===== config.mk =====
export PLATFORM = sky130hd
export DESIGN_NAME = mac_seq_control
export DESIGN_NICKNAME = d
export VERILOG_FILES = /design/src/rtl/mac_seq_control.sv
export SDC_FILE = /design/constraint.sdc
export NUM_CORES = 1
export LEC_CHECK = 0
export CAP_MARGIN = 20
export CELL_PAD_IN_SITES_DETAIL_PLACEMENT = 0
export CELL_PAD_IN_SITES_GLOBAL_PLACEMENT = 1
export CORE_MARGIN = 10
export CORE_UTILIZATION = 30
export CTS_CLUSTER_SIZE = 16
export DETAILED_ROUTE_END_ITERATION = 7
export GPL_TIMING_DRIVEN = 1
export HOLD_SLACK_MARGIN = 0.15
export PLACE_DENSITY_LB_ADDON = 0.1
export SLEW_MARGIN = 20
export SYNTH_ARGS = -nofsm -noshare
export SYNTH_HDL_FRONTEND = slang
export SYNTH_SLANG_ARGS = --single-unit

===== constraint.sdc =====
create_clock -name clk -period 2.61 [get_ports clk]
set_input_delay 0.522 -clock clk [delete_from_list [all_inputs] [get_ports clk]]
set_output_delay 0.522 -clock clk [all_outputs]
set_load 0.02 [all_outputs]

===== src/rtl/mac_seq_control.sv =====
// Sequencer for a MAC neuron datapath: walks N_TERMS terms x N_NEURONS neurons per pass.
// Latency: acc_en/sel combinational on in_valid; en/done registered one cycle after last accepted term.
// Backpressure: in_valid=0 stalls all counters. Optional abort port under `define MAC_SEQ_ABORT_EN.
module mac_seq_control #(
    parameter int N_TERMS   = 4,
    parameter int N_NEURONS = 10,
    localparam int TERM_W   = (N_TERMS   > 1) ? $clog2(N_TERMS)   : 1,
    localparam int NEUR_W   = (N_NEURONS > 1) ? $clog2(N_NEURONS) : 1
) (
    input  logic              clk,
    input  logic              rst_n,
    input  logic              start,
    input  logic              in_valid,
    output logic              sel,
    output logic              acc_en,
    output logic              en,
    output logic [TERM_W-1:0] term_idx,
    output logic [NEUR_W-1:0] neuron_idx,
    output logic              busy,
    output logic              done
`ifdef MAC_SEQ_ABORT_EN
    ,
    input  logic              abort
`endif
);

    typedef enum logic [1:0] {
        S_IDLE = 2'd0,
        S_RUN  = 2'd1,
        S_LAST = 2'd2
    } state_t;

    localparam logic [TERM_W-1:0] TERM_LAST = TERM_W'(N_TERMS - 1);
    localparam logic [NEUR_W-1:0] NEUR_LAST = NEUR_W'(N_NEURONS - 1);

    state_t              state_q, state_d;
    logic [TERM_W-1:0]   term_idx_q, term_idx_d;
    logic [NEUR_W-1:0]   neuron_idx_q, neuron_idx_d;
    logic                en_q, en_d;
    logic                done_q, done_d;
    logic                accept;
    logic                abort_w;

`ifdef MAC_SEQ_ABORT_EN
    assign abort_w = abort;
`else
    assign abort_w = 1'b0;
`endif

    always_ff @(posedge clk or negedge rst_n) begin
        if (!rst_n) begin
            state_q      <= S_IDLE;
            term_idx_q   <= '0;
            neuron_idx_q <= '0;
            en_q         <= 1'b0;
            done_q       <= 1'b0;
        end else begin
            state_q      <= state_d;
            term_idx_q   <= term_idx_d;
            neuron_idx_q <= neuron_idx_d;
            en_q         <= en_d;
            done_q       <= done_d;
        end
    end

    always_comb begin
        state_d      = state_q;
        term_idx_d   = term_idx_q;
        neuron_idx_d = neuron_idx_q;
        en_d         = 1'b0;
        done_d       = 1'b0;
        accept       = 1'b0;

        case (state_q)
            S_IDLE: begin
                if (start) begin
                    state_d      = S_RUN;
                    term_idx_d   = '0;
                    neuron_idx_d = '0;
                end
            end
            S_RUN: begin
                accept = in_valid;
                if (accept) begin
                    if (term_idx_q == TERM_LAST) begin
                        term_idx_d = '0;
                        en_d       = 1'b1;
                        if (neuron_idx_q == NEUR_LAST) begin
                            neuron_idx_d = '0;
                            state_d      = S_LAST;
                            done_d       = 1'b1;
                        end else begin
                            neuron_idx_d = neuron_idx_q + 1'b1;
                        end
                    end else begin
                        term_idx_d = term_idx_q + 1'b1;
                    end
                end
            end
            S_LAST: begin
                state_d = S_IDLE;
            end
            default: begin
                state_d = S_IDLE;
            end
        endcase

        // Abort overrides everything, including a result strobe earned this cycle.
        if (abort_w) begin
            state_d      = S_IDLE;
            term_idx_d   = '0;
            neuron_idx_d = '0;
            en_d         = 1'b0;
            done_d       = 1'b0;
            accept       = 1'b0;
        end
    end

    assign acc_en     = accept;
    assign sel        = accept && (term_idx_q == '0);
    assign en         = en_q;
    assign done       = done_q;
    assign busy       = (state_q == S_RUN);
    assign term_idx   = term_idx_q;
    assign neuron_idx = neuron_idx_q;

endmodule

==> summary.txt, run 1 <==
Status
  • Outcome: complete, no violations

Synthesis
  • Unique masters post-synth: 26
  • Area contributors post-synth: dfrtp_1 47%, ha_1 9.3%, nand4b_4 4.4%, nor3_1 2.8%, a21o_1 2.8%
  • Largest area contributor in the netlist: dfrtp_1
  • Post-synthesis async set-or-reset flop share: 100%
  • Mapped Cells: 47
  • Synth Warn #: 0
  • Cell area after synthesis: 538 µm²
  • Synth top area share: 46.5%
  • Synth Area per Inst: 11.4 µm²
  • Main synth FF type: dfrtp_1
  • Post-Syn Nets: 55
  • Seq cells post-synth: 10
  • Post-synthesis sequential area ratio: 46.5%
  • Post-synth EDFFs: 0

Clock tree
  • CTS resizes: 0
  • Num CTS Buffers: 3
  • CTS Buffer Depth: 2
  • Worst-Skew Late Latency: 0.27 ns
  • Post CTS Setup Buffer Count: 0
  • Clock sink total: 10
  • Hold Buf Count CTS: 0
  • Root Driver: clkbuf_4
  • TritonCTS clock tree: built
  • CTS clk-pin slew, worst paths: 0.07 ns
  • H-Tree Level Count: 1

Pwr
  • LEAKAGE: 0.323 nW
  • Pwr dens: 844 nW/µm²
  • Maximum VDD drop: 0.403 mV

Placed design
  • Port Buffer Count: 14
  • Placed cells: 87
  • Hpwl dp: 931 µm
  • RePlAce Congestion: 0.742
  • Place WS: 0.304 ns

Die
  • Ports: 15
  • Core area: 1710 µm²
  • Die X: 62.4 µm
  • Num rows: 15
  • Initial core utilization: 31.5%
  • Die area: 3890 µm²
  • Die Y: 62.4 µm

Timing
  • Period utilization: 90.2%
  • Max Clk Rate: 425 MHz
  • Tmin final: 2.35 ns
  • Worst Tran Pin Value: 0.480 ns
  • Final setup violation count: 0
  • Slew Limit Fails: 0
  • Hold Violations, Final: 0
  • Worst Skew: 0.00210 ns
  • Final hold slack: 0.566 ns
  • Final worst setup slack: 0.257 ns
  • Setup TNS: 0 ns
  • Unrepaired setup endpoints after global routing: false
  • Slew HR: 67.9%

Final layout
  • Final core occ: 44.1%
  • Most common cell after layout, fill and taps aside: clkdlybuf4s50_1
  • Most frequent cells in the layout: 14 x clkdlybuf4s50_1, 10 x dfrtp_1, 4 x ha_1
  • Fraction of final layout cells sized beyond drive strength 1: 16.7%
  • Final nets: 75
  • FILL cells: 177
  • # diodes: 0
  • Layout Area Growth over Synthesis: 40.0%
  • Fin cells: 91

Hold path
  • Hold Crit Class: reg2reg
  • Hold Startpoint: term_idx[1]$_DFFE_PN0P_

Critical path
  • RR Startpoint: term_idx[0]$_DFFE_PN0P_
  • Startpoint Class: flop
  • Crit. End Element: output pin
  • Crit path capture: sel
  • Setup CP Type: reg2out
  • Number of cells on the worst reg-to-reg path: 4
  • Worst endpoint data arrival time: 1.83 ns
  • R2r setup slk: 1.14 ns
  • Critical Path Start: state_q[0]$_DFFE_PN0P_
  • CP Data Required Time: 2.09 ns
  • Crit-path max FO: 7
  • Reg-to-Reg End: term_idx[0]$_DFFE_PN0P_

Route
  • Post-DRT Antenna Nets: 0
  • Vias: 426
  • First drt pass iteration count: 3
  • DR WL/cell: 13.9 µm
  • Initial DRC Count: 11
  • DRC: 0
  • Via density: 4.68
  • Post-Route WL: 1.27 mm

Global routing
  • First-pass GRT wire length: 2.09 mm
  • Total Routing Usage GR: 6.71%
  • Grt ovf: 0
  • Vias in the first global route: 411
  • Largest net degree at the start of global routing: 11
  • Initial antenna violation count: 0

Flow run
  • Max cap viols: 0
routing by layer:
layer | wire [µm] | track usage, %
met5 | 0 | 0
met4 | 12 | 2.51
met3 | 119 | 4.84
met2 | 550 | 9.49
met1 | 583 | 7.60
worst max-delay path, stage by stage, from the launching register on:
cell and delay, ns:
dfrtp_1 0.49, and2b_1 0.27, and3_2 0.20, clkdlybuf4s50_1 0.60
area by class of cell:
| class | count | area, µm² | area share (%) |
|---|---|---|---|
| Clock buffer | 4 | 36.3 | 4.82 |
| Inverter | 4 | 15.0 | 1.99 |
| Multi-Input combinational cell | 33 | 273 | 36.2 |
| Sequential cell | 10 | 250 | 33.2 |
| Tap cell | 25 | 31.3 | 4.15 |
| Timing Repair Buffer | 15 | 148 | 19.6 |
flip-flops by register name, summed over array words and instances (netlist names):
name and count:
done 1, neuron_idx 4, term_idx 2, state_q 2
en 1
per-stage QoR:
stage	cell area [µm²]	power, mW
5_1_grt	753	0.690
2_1_floorplan	538	0.385
6_report	753	0.636
3_5_place_dp	717	0.502
3_3_place_gp	717	0.500
4_1_cts	753	0.650
cell families (layout without fill, tap and decap cells):
logic type	count (synthesis)	after routing	share of synthesized area, %
compound gates	11	11	16.3
fa+ha+maj	4	4	9.30
buf+inv	4	23	2.79
flops	10	10	46.5
simple gates	18	18	25.1
synthesized netlist by cell type (2+ instances only):
cell type and count:
a21o_1 2, dfrtp_1 10, ha_1 4, inv_1 3, nand3b_1 2, nor2_1 3, nor3_1 3, o21ai_0 2
how the worst min path moves through the flow:
stage                                end  slack, ns  cells after the start
6_report         term_idx[1]$_DFFE_PN0P_       0.57                      1
4_1_cts        neuron_idx[1]$_DFFE_PN0P_       0.57                      1
2_1_floorplan             done$_DFF_PN0_       0.23                      0
3_3_place_gp   neuron_idx[1]$_DFFE_PN0P_       0.55                      1
3_5_place_dp   neuron_idx[1]$_DFFE_PN0P_       0.55                      1
5_1_grt                   done$_DFF_PN0_       0.60                      1
power breakdown:
part	switching [mW]	internal (mW)
Sequential	0.0397	0.188
Clock	0.0573	0.0848
Combinational	0.130	0.136
No activity file was read; power rests on OpenSTA's default activity.
==> run 2: changes to the inputs <==
Settings changed: TNS_END_PERCENT set to 30.
Clock period 2.61 ns to 2.6 ns, I/O delays scaled along.
==> results of run 2 <==
Same layout as run 1 (identical final DEF). Status: complete, no violations.
Main changes from that run: setup slack after placement 0.304 ns -> 0.298 ns; setup slack after layout 0.257 ns -> 0.249 ns; register-to-register setup slack 1.14 ns -> 1.13 ns; total power 0.636 mW -> 0.638 mW; worst IR drop on VDD 0.403 mV -> 0.404 mV
